[config.mk]
export PLATFORM = sky130hd
export DESIGN_NAME = t_ff_updown_counter
export DESIGN_NICKNAME = d
export VERILOG_FILES = /design/src/rtl/t_ff_updown_counter_pkg.sv /design/src/rtl/t_ff_updown_counter_cell.sv /design/src/rtl/t_ff_updown_counter.sv
export SDC_FILE = /design/constraint.sdc
export NUM_CORES = 1
export LEC_CHECK = 0
export ABC_CLOCK_PERIOD_IN_PS = 1700
export CORE_AREA = 5 5 42 44
export CTS_BUF_LIST = sky130_fd_sc_hd__clkbuf_16
export CTS_CLUSTER_DIAMETER = 40
export DETAILED_ROUTE_END_ITERATION = 16
export DIE_AREA = 0 0 47 49
export PLACE_DENSITY = 0.52
export SETUP_SLACK_MARGIN = 0.15
export SYNTH_ARGS = -nofsm -noshare
export SYNTH_HDL_FRONTEND = slang
export SYNTH_SLANG_ARGS = --single-unit
[constraint.sdc]
create_clock -name clk -period 1.7 [get_ports clk]
set_input_delay 0.51 -clock clk [delete_from_list [all_inputs] [get_ports clk]]
set_output_delay 0.51 -clock clk [all_outputs]
set_load 0.03 [all_outputs]
[src/rtl/t_ff_updown_counter_pkg.sv]
// Shared constants for the T-FF counter examples, plus the
// elaboration-time legality check for the counter parameters.
package t_ff_updown_counter_pkg;

   localparam int MAX_WIDTH = 16;

   // True when WIDTH is supported and 2 <= MODULUS <= 2^WIDTH.
   function automatic bit modulus_ok(input int width, input int modulus);
      return (width >= 1) && (width <= MAX_WIDTH) &&
             (modulus >= 2) && (modulus <= (1 << width));
   endfunction

endpackage

[src/rtl/t_ff_updown_counter_cell.sv]
// Single T flip-flop storage cell: toggles on t, synchronous clear.
module t_ff_cell (
   input  logic clk,
   input  logic clr,
   input  logic t,
   output logic q
);

   // Clear has priority over toggle; no direct data path into the cell.
   always_ff @(posedge clk) begin
      if (clr)    q <= 1'b0;
      else if (t) q <= ~q;
   end

endmodule

[src/rtl/t_ff_updown_counter.sv]
// Modulo-MODULUS up/down counter whose state lives in T-FF cells.
// This block only computes the next count, turns it into toggles,
// decodes terminal count and registers the wrap / load-error pulses.
module t_ff_updown_counter #(
   parameter int WIDTH   = 3,
   parameter int MODULUS = 8
) (
   input  logic             clk,
   input  logic             clr,
   input  logic             en,
   input  logic             up,
   input  logic             load,
   input  logic [WIDTH-1:0] d,
   output logic [WIDTH-1:0] q,
   output logic             tc,
   output logic             wrap,
   output logic             load_err
);
   import t_ff_updown_counter_pkg::*;

   if (!modulus_ok(WIDTH, MODULUS)) begin : g_bad_modulus
      $error("t_ff_updown_counter: illegal WIDTH/MODULUS combination");
   end

   // Comparisons are done one bit wider so MODULUS = 2^WIDTH is representable.
   localparam logic [WIDTH-1:0] LAST    = WIDTH'(MODULUS - 1);
   localparam logic [WIDTH:0]   MOD_EXT = (WIDTH+1)'(MODULUS);

   logic [WIDTH-1:0] w_next;
   logic [WIDTH-1:0] w_t;
   logic             w_wrap;
   logic             w_load_err;
   logic             w_d_ok;
   logic             w_at_last;
   logic             w_at_zero;
   logic             w_q_over;
   logic             r_wrap;
   logic             r_load_err;

   assign w_d_ok    = ({1'b0, d} < MOD_EXT);
   assign w_at_last = (q == LAST);
   assign w_at_zero = (q == '0);
   assign w_q_over  = ({1'b0, q} >= MOD_EXT);

   // Next-state selection: load beats enable, enable beats hold.
   always_comb begin
      w_next     = q;
      w_wrap     = 1'b0;
      w_load_err = 1'b0;
      if (load) begin
         if (w_d_ok) w_next     = d;
         else        w_load_err = 1'b1;
      end else if (en) begin
         if (up) begin
            if (w_at_last) begin
               w_next = '0;
               w_wrap = 1'b1;
            end else if (w_q_over) begin
               w_next = '0;
            end else begin
               w_next = q + WIDTH'(1);
            end
         end else begin
            if (w_at_zero) begin
               w_next = LAST;
               w_wrap = 1'b1;
            end else begin
               w_next = q - WIDTH'(1);
            end
         end
      end
   end

   // A bit toggles exactly where current and next count differ.
   assign w_t = q ^ w_next;

   // Terminal count: this edge will wrap.
   assign tc = en & ~load & (up ? w_at_last : w_at_zero);

   for (genvar i = 0; i < WIDTH; i++) begin : g_cell
      t_ff_cell u_cell (
         .clk (clk),
         .clr (clr),
         .t   (w_t[i]),
         .q   (q[i])
      );
   end

   // One-cycle status pulses, aligned with the new count.
   always_ff @(posedge clk) begin
      if (clr) begin
         r_wrap     <= 1'b0;
         r_load_err <= 1'b0;
      end else begin
         r_wrap     <= w_wrap;
         r_load_err <= w_load_err;
      end
   end

   assign wrap     = r_wrap;
   assign load_err = r_load_err;

endmodule

== Word-level counts from Yosys, hierarchy flattened ==
Cells that the tools add are included.
Storage, ports and cells
  memories: 0
  flip-flop bits (word level): 4
  bits in read-only memories: 0
  word-level logic and storage cells: 26
  RAM bits: 0
  output and inout port bits: 6
  latch bits: 0
  input port bits: 8
Cells by class
  eq/ne operators: 1
  muxes and demuxes: 9
  bitwise logic cells: 8
  multipliers: 0
  shift-type cells: 0
  magnitude comparators: 0
  reduce and logical (&&, ||, !) cells: 2
  add/subtract/negate cells: 2
  divide/modulo/power cells: 0
Operators with widths (count)
  $mux 3: 5
  $not 1->1: 5
  $mux 1: 4
  $add 3x1->3 const B: 1
  $eq 3x3->1 const B: 1
  $logic_not 3->1: 1
  $reduce_or 3->1: 1
  $sub 3x1->3 const B: 1
  $xor 3x3->3: 1
  $and 1x1->1: 2

== Depth between registers and ports, before layout ==
Gate-level depths: netlist of run 1.
  word-level depth: 6
  depth in mapped cells: 5
  depth with buffers taken out: 5

== By module ==
A second synthesis of run 1 with hierarchy kept.
Unflattened totals
  cell total of the unflattened synthesis: 41
  area total of the unflattened synthesis: 340.3 um2
Modules (own cells, without submodules)
  t_ff_updown_counter: cells an instance 32, sequential area each 20.0 um2, instances 1, area an instance 242.7 um2
  t_ff_cell: cells an instance 3, sequential area each 20.0 um2, instances 3, area an instance 32.5 um2

== Least setup slack after synthesis of run 1 ==
OpenSTA, ideal clock, no wires.
  path type: register to output
  start point: register g_cell[0].u_cell.q
  end point: output port tc
  stages on the path, launching flop included: 5
  required time: 1.190 ns
  path buffers: 0
  arrival time: 1.444 ns
  setup slack: -0.254 ns
  cell sequence: dfxtp_1 inv_1 ha_1 or3b_1 a21oi_1
On the way
  cells in the longest elaborated chain, start to end: 3
  elaborated cells between the ends (all ways): 4
  classes of those cells: 1 x eq/ne; 1 x mux; 1 x bitwise; 1 x reduce/logical
Ends and longest elaborated chain
  start: declaration: RTL line t_ff_updown_counter_cell.sv:6  | output logic q
  start signal: assignment: RTL line t_ff_updown_counter_cell.sv:12  | else if (t) q <= ~q;
  $eq 3x3->1 / $logic_not 3->1 (equally long branches): RTL line t_ff_updown_counter.sv:41, t_ff_updown_counter.sv:42
  $mux 1 *: RTL line t_ff_updown_counter.sv:78  | assign tc = en & ~load & (up ? w_at_last : w_at_zero);
  $and 1x1->1 *: RTL line t_ff_updown_counter.sv:78
  end: declaration: RTL line t_ff_updown_counter.sv:15  | output logic tc,
Every way passes the cells marked *; elsewhere a longest branch is shown, timed or not.

== Final worst setup path of run 1 ==
Same ends and word-level chain as after synthesis.

==> summary by stage, run 1 <==
Logic synthesis
The area share of the leading cell type in the synthesized netlist is 0.259. The synthesized design contains 4 register bits. The largest family of logic cells by synthesized area is compound AO/OA/AOI/OAI gates.

The mux share of post-synthesis cell area is 0. The post-synthesis cell type count is 18. The dominant cell type by area after synthesis is sky130_fd_sc_hd__dfxtp_1. The fraction of synthesized cell area in xor and xnor cells is 0.0283.

For this run, the register share of the synthesized area comes to 0.259. Dividing the synthesized area by the synthesized cell count gives 8.35 um^2. The synthesized-area fraction occupied by and/or/nand/nor cells is 0.138. The adder and majority gate portion of the synthesized area is 0.162. By area the synthesized netlist is led by sky130_fd_sc_hd__dfxtp_1 (26%), sky130_fd_sc_hd__ha_1 (16%), sky130_fd_sc_hd__buf_4 (9.7%).

The synthesis warning total is 0. Synthesis handed over a netlist of 37 instances. The cell area after technology mapping is 309 um^2.

The number of nets in the synthesized netlist is 49. The compound-cell area share of the yosys netlist is 0.255.

Worst setup path
At the worst endpoint, the arrival time is 1.43 ns. For the worst setup path, the data required time is 1.19 ns. The startpoint identified for the worst register-to-register timing path is g_cell[0].u_cell.q$_SDFFE_PP0P_. Along the worst path, the maximum fanout reaches 2. STA classifies the critical path startpoint as a flop.

The worst register-to-register path ends at g_cell[0].u_cell.q$_SDFFE_PP0P_. The origin of the worst setup path is g_cell[0].u_cell.q$_SDFFE_PP0P_. The critical path class is flop to output pin. The number of cells on the worst reg-to-reg path is 6.

Across all register-to-register paths, the minimum setup slack is 0.22 ns. The critical path endpoint category is an output pin.

Power and ir drop
Across the VDD grid, the largest voltage drop is 289 uV. The leakage power of the design is 0.270 nW. The total chip power is 0.000602 W. Power spread over the standard cell area amounts to 1010 nW/um^2.

Global route
The first global-routing pass estimated 1390 um of wire. The via count of the first global-routing pass is 322. The number of antenna violations at the first check in global routing was 0. Across every metal layer, demand over resource in global routing totals 0.0836.

The total overflow left after global routing is 0. Entering global routing, the biggest net connects 7 pins.

CTS
Clock latency on the worst-skew pair, taken at its later pin, is 0.22 ns. Clock tree synthesis found a total of 4 sinks. The clock-pin slew of the registers on the worst-case setup and hold paths is 0.03 ns. Clock tree synthesis selected as its root buffer the cell sky130_fd_sc_hd__clkbuf_16.

The clock tree from TritonCTS is built. The clock passes through at most 2 buffers. The number of H-tree levels is 1. Buffers inserted during clock tree synthesis total 3.

Drt
The first detailed-routing pass took 4 iterations. For this block, the routed nets add up to 842 um of wire. The iteration-0 DRC count of the detailed router is 4. Once detail routing completed, the nets flagged for antenna violations numbered 0. The residual DRC count is 0.

In the routed layout, each cell is associated on average with a via count of 4.29. The detailed router placed 322 vias in this run. Dividing the detail-routed wire length by the instance count gives 11.2 um.

Worst hold path
For hold timing, the worst endpoint is g_cell[1].u_cell.q$_SDFFE_PP0P_. The class of the most critical hold timing path is flop to flop. The start point of the worst hold path is g_cell[1].u_cell.q$_SDFFE_PP0P_. The hold-critical path depth is 3.

Timing
The slack of the critical path is -0.240 ns. The number of pins with negative max-slew slack in the final report was 0. Setup violations remaining at the end of the flow were counted as 1. The maximum operating frequency is 515 MHz.

Across the routed clock network, the largest skew measured is 0.00140 ns. Setup repair after global routing could not meet its margin everywhere. The count of final hold-check violations is 0. In the finished design, the share of the clock period the worst path needs comes to 1.14.

The smallest clock period supported by the final layout is computed as 1.94 ns.

Placed design
Once placement completed, the tool counted placed cells totaling 70. The placer's final routability congestion estimate is 0.676. The placed standard-cell area is 513 um^2. After legalization and detailed placement, the total HPWL measured 650 um. In this run the tool buffered the top-level ports with 12 buffer cells. Timing analysis after detailed placement gives a worst setup slack of -0.441 ns.

Final layout
The proportion of layout cells with a drive suffix above 1 is 0.492. In the final design database the tool counted 73 nets. The growth of design area from synthesis to finish is 92.7%. 0 antenna diodes ended up in the layout. After routing the design area is 596 um^2.

The finished layout holds 75 standard cells, fillers aside.

Die
The initial utilization of the core area, before any placement, comes to 0.221. In this run the count of I/O pins placed on the die edge is 14. The placement row count is 14. From bottom edge to top edge, the die measures 49 um.

The die is 47 um wide. The floorplan step defined a core boundary enclosing 1400 um^2. The die covers 2300 um^2.

Outcome
The final reports fail on setup timing. The run finished, with violations left.

Flow run
The tool flagged a number of max-cap violations equal to 0.
==> synth_stat cells <==
cell,count
sky130_fd_sc_hd__nand2_1,3
sky130_fd_sc_hd__o31ai_1,2
sky130_fd_sc_hd__a21oi_2,1
sky130_fd_sc_hd__xnor2_1,1
sky130_fd_sc_hd__a221oi_1,1
sky130_fd_sc_hd__conb_1,1
sky130_fd_sc_hd__a21o_2,1
sky130_fd_sc_hd__buf_4,4
sky130_fd_sc_hd__nand2b_1,2
sky130_fd_sc_hd__or3b_1,1
sky130_fd_sc_hd__a311o_1,1
sky130_fd_sc_hd__ha_1,4
sky130_fd_sc_hd__inv_1,4
sky130_fd_sc_hd__nor2b_1,1
sky130_fd_sc_hd__a211oi_1,1
sky130_fd_sc_hd__nor2_1,1
sky130_fd_sc_hd__a21oi_1,4
sky130_fd_sc_hd__dfxtp_1,4
==> placed cells by master (no fill, tap or decap), drive strengths merged <==
master and n:
a211oi 1, or3b 1, a221oi 1, nand2b 2, conb 1, a21oi 5
nor2 1, clkdlybuf4s50 6, clkdlybuf4s15 1, ha 4, inv 4, dlygate4sd2 1
nor2b 1, xnor2 1, dfxtp 4, nand2 3, o31ai 2, a21o 1
a311o 1, clkbuf 6, buf 12
==> metrics by stage <==
stage               hold WS [ns]  TNS [ns]  utilization
finish                     0.698    -0.240        0.425
global route               0.790    -0.290        0.425
CTS                        0.705    -0.273        0.432
detailed placement         0.702    -0.604        0.366
global placement           0.688    -0.614        0.366
floorplan                  0.543         0            -
==> flip-flops by register name, indices dropped and copies added (netlist names) <==
| signal | cells |
|---|---|
| g_cell.u_cell.q | 3 |
| wrap | 1 |
==> where the power goes <==
| group | switching [W] | internal, W |
|---|---|---|
| Sequential | 0.00000630 | 0.000102 |
| Combinational | 0.0000609 | 0.0000690 |
| Clock | 0.0000632 | 0.000300 |
==> per-layer routing <==
layer | GRT usage | vias to the layer above | share of wire
li1 | - | 166 | -
met4 | 0.0553 | 0 | 0
met2 | 0.118 | 8 | 0.49
met5 | 0 | - | 0
met1 | 0.114 | 148 | 0.45
met3 | 0.0111 | 0 | 0.053
==> critical path, stage by stage (launching register included) <==
cell and delay (ns):
sky130_fd_sc_hd__dfxtp_2 0.32, sky130_fd_sc_hd__inv_2 0.07, sky130_fd_sc_hd__ha_4 0.13, sky130_fd_sc_hd__or3b_4 0.39
sky130_fd_sc_hd__a21oi_4 0.14, sky130_fd_sc_hd__buf_6 0.14
==> final cells by class <==
cell class              count  area (um^2)
multi-input cells          25          215
clock buffers               3         75.1
flip-flops and latches      4         82.6
well taps                  16         20.0
repair buffers             23          188
inverters                   4         15.0
fillers                   153          806
==> repair_timing <==
action / CTS / global route
hold buffers: 0 / 0
setup endpoints to repair: 6 / 5
pin swaps: 5 / 2
gates resized for setup: 10 / 5
setup buffers: 2 / 0
==> cell families after synthesis <==
logic type	count (synthesis)
other cells	1
flops	4
buf+inv	8
compound gates	11
xor+xnor	1
fa+ha+maj	4
simple gates	8
==> worst max path at each step <==
stage,slack [ns],endpoint
after detailed placement,-0.44,tc
after global placement,-0.44,tc
final,-0.24,tc
after CTS,-0.27,tc
after global routing,-0.29,tc
after floorplan,0.05,tc
(Power assumes the default switching activity.)
==> run 2, diff against run 1 <==
--- a/config.mk
+++ b/config.mk
@@ -6,11 +6,11 @@
 export NUM_CORES = 1
 export LEC_CHECK = 0
 export ABC_CLOCK_PERIOD_IN_PS = 1700
-export CORE_AREA = 5 5 42 44
+export CORE_AREA = 4 4 41 43
 export CTS_BUF_LIST = sky130_fd_sc_hd__clkbuf_16
 export CTS_CLUSTER_DIAMETER = 40
 export DETAILED_ROUTE_END_ITERATION = 16
-export DIE_AREA = 0 0 47 49
+export DIE_AREA = 0 0 45 47
 export PLACE_DENSITY = 0.52
 export SETUP_SLACK_MARGIN = 0.15
 export SYNTH_ARGS = -nofsm -noshare
==> run 2 against run 1 <==
  * The run still ends with setup timing left
  * Global-route usage grew 0.17 points
  * First-iteration DRC count shrank 25%
  * Worst hold slack lost 0.0087 ns
  * Die area shrank 8.2%
  * Non-clock buffer count shrank 2
  * Clock-buffer cell count is the same
  * Fmax grew 0.41%
  * Largest cell class unchanged
==> summary by stage, run 2 (synthesis gave the netlist of run 1 again) <==
CTS
The hold buffer count at cts is 0. The count of clock tree sinks is 4. The number of clock buffers inserted by TritonCTS is 3.

The insertion delay of the later-clocked pin in the worst-skew pair is 0.22 ns. The clock tree from TritonCTS is built. The clock-pin slew of the registers on the worst-case setup and hold paths is 0.03 ns.

CTS built an H-tree with a depth of 1. The cell sitting at the root of the clock tree is a sky130_fd_sc_hd__clkbuf_16. The number of buffers on the longest clock path is 2.

Final layout
The proportion of layout cells with a drive suffix above 1 is 0.439. The top register by number of flip-flops is g_cell.u_cell.q. Leaving out fill and tap cells, the most frequent cell in the layout is sky130_fd_sc_hd__buf_4. The flip-flop count of the largest register after layout is 3.

The growth of design area from synthesis to finish is 89.9%. In the layout the commonest cells are sky130_fd_sc_hd__buf_4 (9), sky130_fd_sc_hd__clkdlybuf4s50_1 (6). The number of filler cells placed in the layout is 138.

The number of nets in the finished design is 71. The number of antenna diodes in the final layout is 0. The finished layout holds 72 standard cells, fillers aside. After routing the design area is 587 um^2.

Drt
In the final routed layout, each cell accounts on average for 10.2 um. The via count is 317. The final routed wirelength across all metal layers is 736 um.

The detail-routed via count per cell is 4.40. The residual DRC count is 0. The post-route antenna net violation count is 0.

The number of search-and-repair iterations in the first detailed-routing pass is 2. After the first detailed-routing iteration, the DRC count stood at 3.

Die
The initialized floorplan defines 13 standard-cell rows. The starting utilization of the core area is 0.237. The chip width is 45 um. The overall die height is 47 um.

The core area is 1300 um^2. During I/O placement, the number of pins put on the boundary was 14. The die covers 2120 um^2.

Global route
The number of antenna violations at the first check in global routing is 0. The first global-routing pass estimated 1120 um of wire. The global-route congestion overflow total is 0. The via count of the first global-routing pass is 273. In the global route stage, overall resource usage came out at 0.0853. The pin count of the biggest net entering global routing is 7.

Worst setup path
The worst setup path is launched from a flop. For the worst setup path, the data required time is 1.19 ns. The number of buffer and inverter stages on the critical path is 2. Along the worst path, the maximum fanout reaches 3.

The standard cell with the maximum stage delay on the critical path is sky130_fd_sc_hd__or3b_4. The critical path class is flop to output pin. The worst setup path is captured at an output pin. Among cell families on the critical path, the largest total delay comes from simple AND/OR/NAND/NOR gates. The signal on the critical path passes through inv_2 -> ha_4 -> or3b_4 -> a21oi_4 -> buf_6. At the worst endpoint, the arrival time is 1.42 ns. The largest stage delay on the critical path is 0.39 ns.

Timing
The slack of the critical path is -0.233 ns. The setup skew after layout is 0.000276 ns. The minimum period implied by the final worst setup slack is 1.93 ns.

Timing would allow up to 517 MHz. The number of pins with negative max-slew slack in the final report is 0. Of the available clock period, the critical path in the final layout requires 1.14.

Setup repair after global routing could not meet its margin everywhere. The final count of negative-setup-slack endpoints is 1. The count of final hold-check violations is 0.

Flow run
The tool flagged a number of max-cap violations equal to 0.

Placed design
The placed standard-cell area is 504 um^2. The number of input and output port buffers inserted is 12. Routability-driven placement finished with a final weighted congestion of 0.725. The final HPWL from detailed placement is 609 um. The cell count after placement is 68.

Power and ir drop
VDD sags by at most 563 uV. The total chip power is 0.000593 W. The leakage power of the design is 0.265 nW. In this run the power density over the cells is 1010 nW/um^2.

Worst hold path
The class of the most critical hold timing path is flop to flop.

Outcome
The run finished, with violations left. The final reports fail on setup timing.
-- run 2: changes by cell type in the layout (fill, tap and decap cells not counted) --
cell	change
sky130_fd_sc_hd__clkdlybuf4s15_2	+2
sky130_fd_sc_hd__ha_2	-2
sky130_fd_sc_hd__buf_4	-2
sky130_fd_sc_hd__ha_1	+2
sky130_fd_sc_hd__clkbuf_2	-2
-- run 2: timing repair --
| item | CTS | global route |
|---|---|---|
| endpoints found under the setup margin | 6 | 2 |
| buffers inserted | 0 | 1 |
| gates resized for setup | 12 | 1 |
| pin swaps | 3 | 2 |
-- run 2: worst register-to-register path, stage by stage, from the launching register on --
cell and delay [ns]:
sky130_fd_sc_hd__dfxtp_2 0.31, sky130_fd_sc_hd__buf_4 0.14, sky130_fd_sc_hd__ha_1 0.17, sky130_fd_sc_hd__ha_1 0.19, sky130_fd_sc_hd__a21o_2 0.21, sky130_fd_sc_hd__a311o_1 0.27
sky130_fd_sc_hd__a21oi_2 0.12
-- run 2: metal layers --
metal	vias up	GRT usage	routed length, um
met2	13	0.110	306
met3	0	0.0690	84
met5	-	0	0
met1	141	0.0955	345
li1	163	-	-
met4	0	0.0526	0
-- run 2: layout make-up --
cell class	count	area (um^2)	area share
multi-input cells	25	210	0.358
flip-flops and latches	4	82.6	0.141
inverters	4	15.0	0.0256
clock buffers	3	75.1	0.128
repair buffers	21	185	0.316
well taps	15	18.8	0.0320
-- run 2: power breakdown --
part / total (W) / internal, W / switching, W
sequential: 0.000109 / 0.000102 / 0.00000667
clock: 0.000359 / 0.000300 / 0.0000592
combinational: 0.000125 / 0.0000674 / 0.0000581
total: 0.000593 / 0.000469 / 0.000124
-- run 2: final timing paths --
path	cells after the start	slack, ns	from	endpoint
min reg2reg	3	0.69	g_cell[1].u_cell.q$_SDFFE_PP0P_	g_cell[1].u_cell.q$_SDFFE_PP0P_
max reg2reg	6	0.22	g_cell[1].u_cell.q$_SDFFE_PP0P_	g_cell[0].u_cell.q$_SDFFE_PP0P_
max	5	-0.23	g_cell[0].u_cell.q$_SDFFE_PP0P_	tc
min	3	0.69	g_cell[1].u_cell.q$_SDFFE_PP0P_	g_cell[1].u_cell.q$_SDFFE_PP0P_
-- run 2: stage by stage --
stage	setup WS [ns]	hold WS, ns	setup TNS (ns)	util
2_1_floorplan	0.0523	0.543	0	-
3_3_place_gp	-0.443	0.684	-0.611	0.388
3_5_place_dp	-0.460	0.687	-0.649	0.388
4_1_cts	-0.266	0.690	-0.266	0.449
5_1_grt	-0.272	0.751	-0.272	0.451
6_report	-0.233	0.689	-0.233	0.451
==> run 3, diff against run 2 <==
--- a/config.mk
+++ b/config.mk
@@ -11,7 +11,7 @@
 export CTS_CLUSTER_DIAMETER = 40
 export DETAILED_ROUTE_END_ITERATION = 16
 export DIE_AREA = 0 0 45 47
-export PLACE_DENSITY = 0.52
+export PLACE_DENSITY_LB_ADDON = 0.1
 export SETUP_SLACK_MARGIN = 0.15
 export SYNTH_ARGS = -nofsm -noshare
 export SYNTH_HDL_FRONTEND = slang
==> run 3 against run 2 <==
  * The flow still finishes with violations (setup timing)
  * Clock power up 3%
  * First-iteration DRC count up 130%
  * Power up 2.8%
  * Die area unchanged
  * Flip-flop and latch count unchanged
  * Setup slack better by 0.0081 ns
  * Combinational power up 6%
  * Worst hold slack worse by 0.025 ns
  * Register-to-register slack about the same
  * Wire length up 6.1%
  * Critical path depth down 1
  * Fmax up 0.42%
  * Critical path type is now input pin to output pin
==> summary by stage, run 3 (synthesis gave the netlist of run 1 again) <==
CTS
At the later pin of the worst-skew pair, clock insertion delay measures 0.22 ns. TritonCTS built the clock tree. CTS built an H-tree with a depth of 1. Clock tree synthesis selected as its root buffer the cell sky130_fd_sc_hd__clkbuf_16. Clock-pin slew was measured on the worst setup and hold paths at 0.03 ns. The number of clock buffers inserted by TritonCTS is 3. Counting along the longest clock path gives a buffer depth of 2. Buffers inserted to repair hold after CTS numbered 0. The tree built by TritonCTS fans out to 4 sinks.

Timing
The setup skew after layout is 0.000896 ns. Setup repair after global routing could not meet its margin everywhere. The final count of negative-setup-slack endpoints is 1. After layout, the worst setup slack is -0.224 ns. The count of final hold-check violations was 0. Of the available clock period, the critical path in the final layout requires 1.13. The number of pins with negative max-slew slack in the final report is 0. The minimum period implied by the final worst setup slack is 1.92 ns. The maximum operating frequency is 520 MHz.

Worst setup path
The maximum fanout count along the critical path is 2. The largest stage delay on the critical path is 0.42 ns. The critical path goes through clkdlybuf4s50_1 -> nand2b_1 -> a21oi_4 -> buf_6. Data on the critical path is required at its endpoint by 1.19 ns. The type of origin of the critical path is an input pin.

On the critical path, the stage with the largest delay is an instance of sky130_fd_sc_hd__clkdlybuf4s50_1. At the worst endpoint, the arrival time is 1.41 ns. The worst setup path is of the input pin to output pin kind. The worst setup path is captured at an output pin.

Final layout
The proportion of layout cells with a drive suffix above 1 is 0.500. In the layout the commonest cells are sky130_fd_sc_hd__buf_4 (12), sky130_fd_sc_hd__clkdlybuf4s50_1 (6), sky130_fd_sc_hd__a21oi_1 (3), sky130_fd_sc_hd__clkbuf_16 (3). The number of antenna diodes in the final layout is 0.

Ranked by flip-flop count, first place goes to g_cell.u_cell.q. The register with the most flip-flops in the layout has 3 of them. The cell area after layout is 608 um^2. The most common cell after layout, fill and taps aside is sky130_fd_sc_hd__buf_4. After the last flow step, the layout net total stands at 74. From synthesis to final layout, the design area changed by 96.8%.

Global route
Across every metal layer, demand over resource in global routing totals 0.0962. The number of antenna violations at the first check in global routing is 0. Global routing finished with a remaining overflow of 0. The via count of the first global-routing pass was 300. The global-route wire length before repair is 1360 um. Entering global routing, the biggest net connects 7 pins.

Drt
Dividing the detail-routed wire length by the instance count gives 10.4 um. The detail-routed via count per cell is 4.48. The residual DRC count is 0.

The post-route antenna net violation count is 0. The via count is 336. The wire length on met2 is 328 um.

The detailed router put a total of 351 um of wire on met1. The number of search-and-repair iterations in the first detailed-routing pass is 4. The iteration-0 DRC count of the detailed router is 7. Signal routing reaches up to met4.

The detailed route wirelength on metal3 is 77 um. The final routed wirelength across all metal layers is 781 um.

Die
The placement row count is 13. The die covers 2120 um^2. For this design the top-level I/O count stands at 14. The total area inside the core boundary comes to 1300 um^2. The overall die height is 47 um. The chip width is 45 um.

For this configuration, the core starts out at a cell density of 0.237.

Placed design
The congestion estimate from routability-driven global placement came to 0.680. The final HPWL from detailed placement is 635 um. In this run the cell area measured after placement is 504 um^2. The number of input and output port buffers inserted is 12.

Power and ir drop
In this run the power density over the cells is 1000 nW/um^2. The analysis attributes to cell leakage a power of 0.277 nW. The largest voltage drop on the vdd net is 488 uV. The total chip power is 0.000610 W.

Outcome
The run finished, with violations left. The final reports fail on setup timing.

Flow run
The tool flagged a number of max-cap violations equal to 0.

Worst hold path
The min-delay analysis places its worst path in the category flop to flop.
[run 3: power breakdown]
part           switching (W)  internal, W  total, W
Combinational      0.0000588    0.0000729  0.000132
Clock              0.0000690     0.000301  0.000370
Sequential        0.00000628     0.000102  0.000108
Total               0.000134     0.000476  0.000610
[run 3: stage by stage]
step	setup slack [ns]	util	std cells	hold WS, ns	TNS (ns)
after floorplan	0.0523	-	37	0.543	0
after global placement	-0.445	0.388	68	0.656	-0.613
after detailed placement	-0.448	0.388	68	0.658	-0.598
after CTS	-0.259	0.463	73	0.667	-0.259
after global routing	-0.285	0.467	75	0.715	-0.285
final	-0.224	0.467	75	0.664	-0.224
[run 3: final timing paths]
| kind | slack [ns] | end | cells past startpoint | from |
|---|---|---|---|---|
| setup / recovery | -0.22 | tc | 4 | load |
| hold / removal | 0.66 | g_cell[2].u_cell.q$_SDFFE_PP0P_ | 3 | g_cell[2].u_cell.q$_SDFFE_PP0P_ |
| hold reg to reg | 0.66 | g_cell[2].u_cell.q$_SDFFE_PP0P_ | 3 | g_cell[2].u_cell.q$_SDFFE_PP0P_ |
| setup reg to reg | 0.23 | g_cell[0].u_cell.q$_SDFFE_PP0P_ | 6 | g_cell[1].u_cell.q$_SDFFE_PP0P_ |
[run 3: layer usage]
metal  vias to the layer above  GRT usage
li1                        171          -
met3                         2     0.0383
met2                        16      0.136
met5                         -          0
met1                       147      0.118
met4                         0     0.0702
[run 3: worst max-delay path, delay by kind of cell]
family | cells | cell delay (ns)
AND/OR/NAND/NOR | 1 | 0.20
AO/OA/AOI/OAI | 1 | 0.14
buffers and inverters | 2 | 0.56
[run 3: final cells by class]
| class | count | area [um^2] |
|---|---|---|
| Clock buffer | 3 | 75.1 |
| Fill cell | 132 | 693 |
| Inverter | 4 | 15.0 |
| Multi-Input combinational cell | 25 | 215 |
| Sequential cell | 4 | 82.6 |
| Tap cell | 15 | 18.8 |
| Timing Repair Buffer | 24 | 201 |
[run 3: what timing repair did]
item	4_1_cts	5_1_grt
gates resized for setup	13	4
pin swaps	2	2
buffers inserted	2	2
setup endpoints to repair	6	3
